===== src/rtl/clk_div_pkg.sv =====
// Shared types and constants for the multi-channel integer clock divider.
package clk_div_pkg;
    typedef enum logic [1:0] {
        IDLE = 2'd0,
        HIGH = 2'd1,
        LOW  = 2'd2
    } div_state_t;

    localparam int MIN_DIV = 2;
endpackage


===== src/rtl/clk_div_core.sv =====
// One divider channel: phase FSM, phase counter, shadow ratio and glitch-free bypass mux.
module clk_div_core
    import clk_div_pkg::*;
#(
    parameter int W = 8
) (
    input  logic         ref_clk,
    input  logic         rst_n,
    input  logic         div_en,
    input  logic [W-1:0] div_ratio,
    output logic         div_clk,
    output logic         div_tick,
    output logic [W-1:0] ratio_act
);
    localparam logic [W-1:0] MIN_W = W'(MIN_DIV);

    div_state_t   state_q, state_d;
    logic [W-1:0] cnt_q, cnt_d;
    logic [W-1:0] ratio_q, ratio_d;
    logic         clk_q, clk_d;
    logic         tick_q, tick_d;
    logic         bypass_sel;
    logic [W-1:0] half_hi, half_lo;
    logic         start_ok;

    // Odd ratios put the extra cycle in the low phase.
    assign half_hi  = ratio_q >> 1;
    assign half_lo  = ratio_q - half_hi;
    assign start_ok = div_en && (div_ratio >= MIN_W);

    always_ff @(posedge ref_clk or negedge rst_n) begin
        if (!rst_n) begin
            state_q <= IDLE;
            cnt_q   <= '0;
            ratio_q <= '0;
            clk_q   <= 1'b0;
            tick_q  <= 1'b0;
        end else begin
            state_q <= state_d;
            cnt_q   <= cnt_d;
            ratio_q <= ratio_d;
            clk_q   <= clk_d;
            tick_q  <= tick_d;
        end
    end

    always_comb begin
        state_d = state_q;
        cnt_d   = cnt_q;
        ratio_d = ratio_q;
        clk_d   = clk_q;
        tick_d  = 1'b0;
        case (state_q)
            IDLE: begin
                ratio_d = div_ratio;
                cnt_d   = '0;
                clk_d   = 1'b0;
                if (start_ok) begin
                    state_d = HIGH;
                    clk_d   = 1'b1;
                    tick_d  = 1'b1;
                end
            end
            HIGH: begin
                clk_d = 1'b1;
                if (cnt_q == half_hi - 1'b1) begin
                    state_d = LOW;
                    cnt_d   = '0;
                    clk_d   = 1'b0;
                end else begin
                    cnt_d = cnt_q + 1'b1;
                end
            end
            LOW: begin
                clk_d = 1'b0;
                if (cnt_q == half_lo - 1'b1) begin
                    // Period boundary: the only point where enable and ratio are honoured.
                    cnt_d = '0;
                    if (start_ok) begin
                        ratio_d = div_ratio;
                        state_d = HIGH;
                        clk_d   = 1'b1;
                        tick_d  = 1'b1;
                    end else begin
                        state_d = IDLE;
                    end
                end else begin
                    cnt_d = cnt_q + 1'b1;
                end
            end
            default: begin
                state_d = IDLE;
                cnt_d   = '0;
                clk_d   = 1'b0;
            end
        endcase
    end

    // Select changes only while ref_clk is low, so the mux cannot produce a runt pulse.
    always_ff @(negedge ref_clk or negedge rst_n) begin
        if (!rst_n) bypass_sel <= 1'b0;
        else        bypass_sel <= (state_q == IDLE) && div_en && (ratio_q < MIN_W);
    end

    assign div_clk   = bypass_sel ? ref_clk : clk_q;
    assign div_tick  = tick_q;
    assign ratio_act = ratio_q;
endmodule


===== src/rtl/clk_div_multi_ch.sv =====
// NUM_CH independent integer clock dividers sharing one reference clock.
module clk_div_multi_ch
    import clk_div_pkg::*;
#(
    parameter int DIV_RATIO_WIDTH = 8,
    parameter int NUM_CH          = 2
) (
    input  logic                              i_ref_clk,
    input  logic                              i_rst_n,
    input  logic [NUM_CH-1:0]                 i_div_en,
    input  logic [NUM_CH*DIV_RATIO_WIDTH-1:0] i_div_ratio,
    output logic [NUM_CH-1:0]                 o_div_clk,
    output logic [NUM_CH-1:0]                 o_div_tick,
    output logic [NUM_CH*DIV_RATIO_WIDTH-1:0] o_ratio_act
);
    for (genvar k = 0; k < NUM_CH; k++) begin : g_ch
        clk_div_core #(
            .W (DIV_RATIO_WIDTH)
        ) u_core (
            .ref_clk   (i_ref_clk),
            .rst_n     (i_rst_n),
            .div_en    (i_div_en[k]),
            .div_ratio (i_div_ratio[k*DIV_RATIO_WIDTH +: DIV_RATIO_WIDTH]),
            .div_clk   (o_div_clk[k]),
            .div_tick  (o_div_tick[k]),
            .ratio_act (o_ratio_act[k*DIV_RATIO_WIDTH +: DIV_RATIO_WIDTH])
        );
    end
endmodule


===== config.mk =====
export PLATFORM = sky130hd
export DESIGN_NAME = clk_div_multi_ch
export DESIGN_NICKNAME = d
export VERILOG_FILES = /design/src/rtl/clk_div_pkg.sv /design/src/rtl/clk_div_core.sv /design/src/rtl/clk_div_multi_ch.sv
export SDC_FILE = /design/constraint.sdc
export NUM_CORES = 1
export LEC_CHECK = 0
export ABC_AREA = 0
export ABC_CLOCK_PERIOD_IN_PS = 7050
export CAP_MARGIN = 40
export CORE_ASPECT_RATIO = 0.6
export CORE_MARGIN = 10
export CORE_UTILIZATION = 62
export DETAILED_ROUTE_END_ITERATION = 8
export PLACE_DENSITY_LB_ADDON = 0.08
export RECOVER_POWER = 100
export SLEW_MARGIN = 10
export SYNTH_ARGS = -nofsm -noshare
export SYNTH_HDL_FRONTEND = slang
export SYNTH_SLANG_ARGS = --single-unit

===== constraint.sdc =====
create_clock -name i_ref_clk -period 7.05 [get_ports i_ref_clk]
set_clock_uncertainty 0.15 [all_clocks]
set_input_delay 1.7625 -clock i_ref_clk [delete_from_list [all_inputs] [get_ports i_ref_clk]]
set_output_delay 1.7625 -clock i_ref_clk [all_outputs]
set_load 0.02 [all_outputs]

## Yosys cells after proc, flatten, opt, wreduce, memory -nomap -nowiden

Cells that the tools add are included.

| word-level totals | value |
|---|---|
| flip-flop bits (word level) | 42 |
| output and inout port bits | 20 |
| logic and storage cells | 88 |

| cells by class | value |
|---|---|
| $add $sub $neg | 8 |
| order comparisons | 4 |
| equal/unequal tests | 16 |
| muxes and demuxes | 34 |
| reduce and logical (&&, ||, !) cells | 14 |

Operators by type and width:

| operator | count |
|---|---|
| $mux 8 | 8 |
| $pmux 8 s2 | 4 |
| $eq 8x8->1 | 4 |
| $add 8x1->8 const B | 2 |
| $ge 8x2->1 const B | 2 |
| $lt 8x2->1 const B | 2 |
| $ne 2x1->1 const B | 8 |
| $sub 7x1->8 const B | 2 |
| $sub 8x1->8 const B | 2 |
| $sub 8x7->8 | 2 |
| $mux 2 | 6 |
| $pmux 2 s3 | 2 |
| $reduce_and 3->1 | 4 |
| $mux 1 | 10 |
| $logic_and 1x1->1 | 6 |
| $pmux 1 s3 | 2 |
| $eq 2x1->1 const B | 2 |
| $eq 2x2->1 const B | 2 |
| $logic_not 2->1 | 2 |
| $pmux 1 s2 | 2 |
| $reduce_bool 2->1 | 2 |

## Logic depth before layout (Yosys ltp)

Gate-level depths: netlist of the first run.

| logic depth | value |
|---|---|
| word-level depth | 5 |
| mapped depth | 11 |
| gate-level depth less buffers | 10 |

## Cells and area by module

A second synthesis of the first run with hierarchy kept.

| unflattened totals | value |
|---|---|
| cells, all modules | 356 |
| area, all modules | 3682.3 um^2 |

Modules (own cells, without submodules):

| module | instances | cells each | area an instance (um^2) | sequential area each (um^2) |
|---|---|---|---|---|
| clk_div_core at g_ch[1].u_core | 1 | 178 | 1851.8 | 525.5 |
| clk_div_core at g_ch[0].u_core | 1 | 178 | 1830.5 | 525.5 |

==> metrics.txt, run 1 <==
GR Util met2 23.9%; Placed Area approximately 0.004 mm^2; FF-to-FF Start g_ch[1].u_core.ratio_act[3]; sequential area share after synthesis 29.3%; DR iter-0 viols about 110; kind of start point of the critical path register; R2R depth 6; most frequent cells in the layout ha_1, xnor2_1, dfrtp_1; largest net degree at the start of global routing 38; Critical-path top delay cell dfrtn_1; critical path arrival about 5.0 ns; async set-reset flop share out of synthesis 100%; first-pass iteration count of the detailed router 4; XOR/XNOR Fraction of Synth Area 15.4%; Via Count 2,625; Peak VDD IR about 0.00020 V; Cell Pwr Density about 310 mW/mm^2; post-synthesis compound-gate area fraction 11.0%; Synth Area in Adders 17.2%; crit-path max cell delay ~0.40 ns; register bit total from synthesis 42; vias per cell 5.53; grt met1 use 24.4%; Fillers 435; Starting Density 64.1%; Crit. End Element output port; worst-path cell chain mux2_2, dlygate4sd2_1; commonest non-fill, non-tap cell in the layout ha_1; status finished, violations left; height of the die about 80 um; Residual DRC 0; die width 118 um; hold_sp g_ch[0].u_core.ratio_act[0]; CP bufs+invs 1; vias in the first global route 2,598; Diodes inserted 0; Placement Rows 21; Mapped Nets 422; post-synthesis mux area share approximately 7%; Min-Delay Path Class reg -> reg; hold endpoint g_ch[0].u_core.ratio_act[0]; Netlist cell types 65; Area Overhead vs Synth 14.5%; ANT nets after route 0; Max Slew Vio Count 38; actual transition at the worst max-transition pin 1.87 ns; max-cap viol count 1; initial antenna violation count 0; Post-Syn Area 0.00359 mm^2; CTS tree done; unrepaired setup endpoints after global routing false; Hold Vio Cnt, Final 0; Final Setup Violations 0; RePlAce Congestion 0.865; violations in the final reports max-capacitance violations, max-slew violations; die area 0.00933 mm^2; total track usage 17.9%; DP Cell Count 463; Main synth FF type dfrtp_1; Pleak ~0.0019 uW; final WL 7950 um; Post-Syn Area per Cell 10.1 um^2; Post-synth EDFFs 0; Slew headroom -24.9%; Worst path top cell family by delay flip-flops; final net count 462; final instance area between 0.004 and 0.005 mm^2; worst-path fanout max 1; post-synthesis simple-gate area fraction 14.5%; Finished Layout Cells 475; Wirelength per Cell 16.7 um; synth warn 0; layout cell share with drive strength beyond 1 roughly 9.1%; R2R setup slack approximately 1.5 ns; dpl hpwl 6340 um; Congestion Overflow GR 0; WHS 0.401 ns; Worst Path Required 5.14 ns; Worst-Skew Late Latency around 0.42 ns; PortBufs 39; Cells on Worst Hold Path 1; Synth Instances around 350; clock input transition at the sequential cells of the worst setup and hold paths 0.08 ns; largest family of logic cells by synthesized area adder cells; first-pass GRT wire length 13,100 um; power consumption 1270 uW; I/O pin total 40; WS Path Type reg -> out; GRT busiest layer met1; Core Area approximately 0.0056 mm^2; TNS Setup 0 ns; GR Layer Usage met3 approximately 7.4%; capture point of the worst reg-to-reg path g_ch[1].u_core.bypass_sel
-- metal layers --
layer	wire, um	vias to the layer above
met3	547	23
met5	0	-
met4	150	0
li1	-	1279
met2	3090	75
met1	4160	1248
-- power by group --
part / switching [uW] / total, uW / internal, uW
combinational: 396 / 709 / 313
sequential: 46.1 / 321 / 275
clock: 108 / 241 / 134
-- registers in the layout, summed over array words and instances (netlist names) --
register / flops
g_ch.u_core.div_tick: 2
g_ch.u_core.clk_q: 2
g_ch.u_core.ratio_act: 16
g_ch.u_core.bypass_sel: 2
g_ch.u_core.state_q: 4
g_ch.u_core.cnt_q: 16
-- stage by stage --
step	util, %	worst slack [ns]
floorplan	-	0.774
CTS	74.1	0.114
finish	73.4	0.134
global route	73.4	0.0982
detailed placement	71.5	0.392
global placement	71.5	0.399
-- kinds of logic (layout without fill, tap and decap cells) --
family / after synthesis / after routing
simple gates: 89 / 89
fa+ha+maj: 48 / 48
xor+xnor: 63 / 63
buf+inv: 43 / 84
mux: 20 / 20
flops: 42 / 42
compound gates: 49 / 49
-- layout make-up --
class                   instances  area (um^2)  area share [%]
inverters                      32          120            2.93
clock inverters                 1         5.00           0.122
clock buffers                  13          159            3.87
flip-flops and latches         42         1050            25.6
multi-input cells             269         2300            56.1
well taps                      80          100            2.44
repair buffers                 38          368            8.96
-- how the worst max path moves through the flow --
stage	from	slack, ns	cells past startpoint	end
after floorplan	g_ch[0].u_core.bypass_sel	0.77	2	o_div_clk[0]
after global placement	g_ch[1].u_core.bypass_sel	0.40	2	o_div_clk[1]
after detailed placement	g_ch[1].u_core.bypass_sel	0.39	2	o_div_clk[1]
after CTS	g_ch[0].u_core.bypass_sel	0.11	2	o_div_clk[0]
after global routing	g_ch[0].u_core.bypass_sel	0.1	2	o_div_clk[0]
final	g_ch[1].u_core.bypass_sel	0.13	2	o_div_clk[1]
-- worst reg2reg max path: cells and delay by family, from the launching register on --
kind,cells,cell delay [ns]
compound gates,3,0.68
flops,1,0.44
simple gates,1,0.23
fa+ha+maj,1,0.20
buf+inv,1,0.15
-- synth_stat cells (4+ instances only) --
cell      instances  area share (%)
ha_1             46              16
dfrtp_1          40              28
xnor2_1          40             9.8
inv_1            32             3.3
xor2_1           23             5.6
nor2_1           22             2.3
mux2_2           10             3.1
and2_1            9             1.6
nor2b_1           9             1.6
mux2_4            8             3.3
o21ai_0           8             1.1
nand2_1           7            0.73
nand3_1           7            0.98
a21oi_1           6            0.84
nor3_1            6            0.84
and3_1            5            0.87
buf_4             5             1.0
a21boi_1          4            0.84
nor4_1            4            0.70
-- timing repair --
item / 4_1_cts / 5_1_grt
hold endpoints to repair: 0 / 0
buffers inserted: 0 / 0
hold buffers: 0 / 0
endpoints found under the setup margin: 2 / 0
resized for setup: 2 / 0
Power figures use the tool's default switching activity.
==> inputs of run 2 (changes only) <==
--- a/config.mk
+++ b/config.mk
@@ -6,7 +6,7 @@
 export NUM_CORES = 1
 export LEC_CHECK = 0
 export ABC_AREA = 0
-export ABC_CLOCK_PERIOD_IN_PS = 7050
+export ABC_CLOCK_PERIOD_IN_PS = 8500
 export CAP_MARGIN = 40
 export CORE_ASPECT_RATIO = 0.6
 export CORE_MARGIN = 10
==> constraint.sdc (replaced) <==
create_clock -name i_ref_clk -period 8.5 [get_ports i_ref_clk]
set_clock_uncertainty 0.15 [all_clocks]
set_input_delay 2.125 -clock i_ref_clk [delete_from_list [all_inputs] [get_ports i_ref_clk]]
set_output_delay 2.125 -clock i_ref_clk [all_outputs]
set_load 0.02 [all_outputs]
==> run 2 against run 1 <==
Net effect:
- the flow still finishes with violations (max-capacitance violations, max-slew violations)
- combinational power decreased by 18%
- sequential share of layout area barely moved
- power fell by 18%
- final area is 0.15% lower
- global-route usage fell by 0.24 points
- first-iteration DRC count grew 15%
- non-clock buffer count unchanged
- via count decreased by 1.5%
- sequential power down 17%
- register-to-register slack better by 0.71 ns
- final cell count down 0.21%
- critical path type unchanged
- largest power group unchanged
==> metrics.txt, run 2 (synthesized netlist as in run 1, its figures left out) <==
first-pass GRT wire length 13,200 um (was 13,100 um); Place WS 0.760 ns (was 0.392 ns); Post-CTS Setup Inserts 0 (unchanged); status finished, violations left (unchanged); most frequent cells in the layout ha_1, xnor2_1, dfrtp_1 (unchanged); final instance area 0.00410 mm^2 (was 0.00411 mm^2); hold buffers post-CTS 0 (unchanged); dpl hpwl 6190 um (was 6340 um); max-cap viol count 1 (unchanged); total track usage 17.7% (was 17.9%); Placed Area 0.00400 mm^2 (unchanged); ANT nets after route 0 (unchanged); CTS tree done (unchanged); Area Overhead vs Synth 14.3% (was 14.5%); WHS 0.387 ns (was 0.401 ns); WS Path Type reg -> out (unchanged); Crit. End Element output port (unchanged); commonest non-fill, non-tap cell in the layout ha_1 (unchanged); Starting Density 64.1% (unchanged); Max Slew Vio Count 38 (unchanged); Pleak 0.00185 uW (was 0.00186 uW); Via Count 2,585 (was 2,625); final net count 462 (unchanged); Congestion Overflow GR 0 (unchanged); Switching Fraction 42.7% (was 43.2%); TNS Setup 0 ns (unchanged); Min-Delay Path Class reg -> reg (unchanged); Worst-Skew Late Latency 0.41 ns (was 0.42 ns); DP Cell Count 463 (unchanged); first-pass iteration count of the detailed router 4 (unchanged); unrepaired setup endpoints after global routing false (unchanged); actual transition at the worst max-transition pin 1.90 ns (was 1.87 ns); die width 118 um (unchanged); PortBufs 39 (unchanged); DR iter-0 viols 129 (was 112); Flop pwr share 25.6% (was 25.2%); Final Setup Violations 0 (unchanged); critical path arrival 6.03 ns (was 5.00 ns); Sw Pwr 444 uW (was 550 uW); Residual DRC 0 (unchanged); final WL 7770 um (was 7950 um); Core Area 0.00560 mm^2 (unchanged); initial antenna violation count 0 (unchanged); kind of start point of the critical path register (unchanged); Placement Rows 21 (unchanged); Wirelength per Cell 16.4 um (was 16.7 um); worst-path fanout max 1 (unchanged); vias in the first global route 2,635 (was 2,598); RePlAce Congestion 0.862 (was 0.865); violations in the final reports max-capacitance violations, max-slew violations (unchanged); Gate power share 55.7% (was 55.8%); Slew headroom -26.8% (was -24.9%); Finished Layout Cells 474 (was 475); Final WS setup 0.193 ns (was 0.134 ns); Peak VDD IR 0.000172 V (was 0.000199 V); height of the die 78.9 um (unchanged); layout cell share with drive strength beyond 1 8.38% (was 9.11%); Diodes inserted 0 (unchanged); Clock power frac 18.7% (was 19.0%); I/O pin total 40 (unchanged); internal power 596 uW (was 722 uW); Hold Vio Cnt, Final 0 (unchanged); Cell Pwr Density 254 mW/mm^2 (was 310 mW/mm^2); die area 0.00933 mm^2 (unchanged); clock input transition at the sequential cells of the worst setup and hold paths 0.07 ns (was 0.08 ns); vias per cell 5.45 (was 5.53); cts repair resizes 0 (was 2); Worst Path Required 6.23 ns (was 5.14 ns); largest net degree at the start of global routing 38 (unchanged)
-- run 2: cell types whose count changed in the layout (fill, tap and decap cells not counted) --
| cell | delta |
|---|---|
| and2_1 | +1 |
| mux2_1 | +2 |
| clkinv_2 | -1 |
| and2_0 | -1 |
| mux2_2 | -1 |
| mux2_4 | -1 |
| dlygate4sd3_1 | +2 |
| dlygate4sd2_1 | -2 |
-- run 2: critical path, cell delays in order, from the launching register on --
cell and delay [ns]:
dfrtn_1 0.39, mux2_2 0.32, dlygate4sd3_1 0.65
-- run 2: final cells by class --
type | instances | area (um^2)
Inverter | 32 | 120
Sequential cell | 42 | 1050
Tap cell | 80 | 100
Fill cell | 429 | 1500
Multi-Input combinational cell | 269 | 2300
Timing Repair Buffer | 38 | 368
Clock buffer | 13 | 161
-- run 2: routing by layer --
layer	up-vias	wire, um	global-route usage [%]
met5	-	0	0
li1	1285	-	-
met2	65	2990	23.2
met1	1224	4150	25.3
met3	11	541	6.50
met4	0	87	6.63
-- run 2: through the flow --
step           total power, uW  utilization (%)
2_1_floorplan              746                -
3_3_place_gp               880             71.5
3_5_place_dp               895             71.5
4_1_cts                   1090             74.0
5_1_grt                   1120             73.3
6_report                  1040             73.3
-- run 2: worst paths after layout --
| kind | cells past startpoint | slack (ns) | to | startpoint |
|---|---|---|---|---|
| min reg2reg | 1 | 0.39 | g_ch[1].u_core.ratio_act[0] | g_ch[1].u_core.ratio_act[0] |
| max reg2reg | 6 | 2.25 | g_ch[1].u_core.bypass_sel | g_ch[1].u_core.ratio_act[3] |
| max | 2 | 0.19 | o_div_clk[0] | g_ch[0].u_core.bypass_sel |
| min | 1 | 0.39 | g_ch[1].u_core.ratio_act[0] | g_ch[1].u_core.ratio_act[0] |
| max in group asynchronous | 1 | 2.41 | g_ch[1].u_core.bypass_sel | i_rst_n |
| min in group asynchronous | 1 | 1.41 | g_ch[0].u_core.ratio_act[5] | i_rst_n |
-- run 2: power by group through the flow --
stage / Sequential (uW) / Combinational (uW) / Clock (uW)
floorplan: 284 / 449 / 11.8
global placement: 270 / 597 / 13.1
CTS: 269 / 616 / 203
finish: 266 / 579 / 194
detailed placement: 271 / 611 / 13.1
global route: 273 / 639 / 209
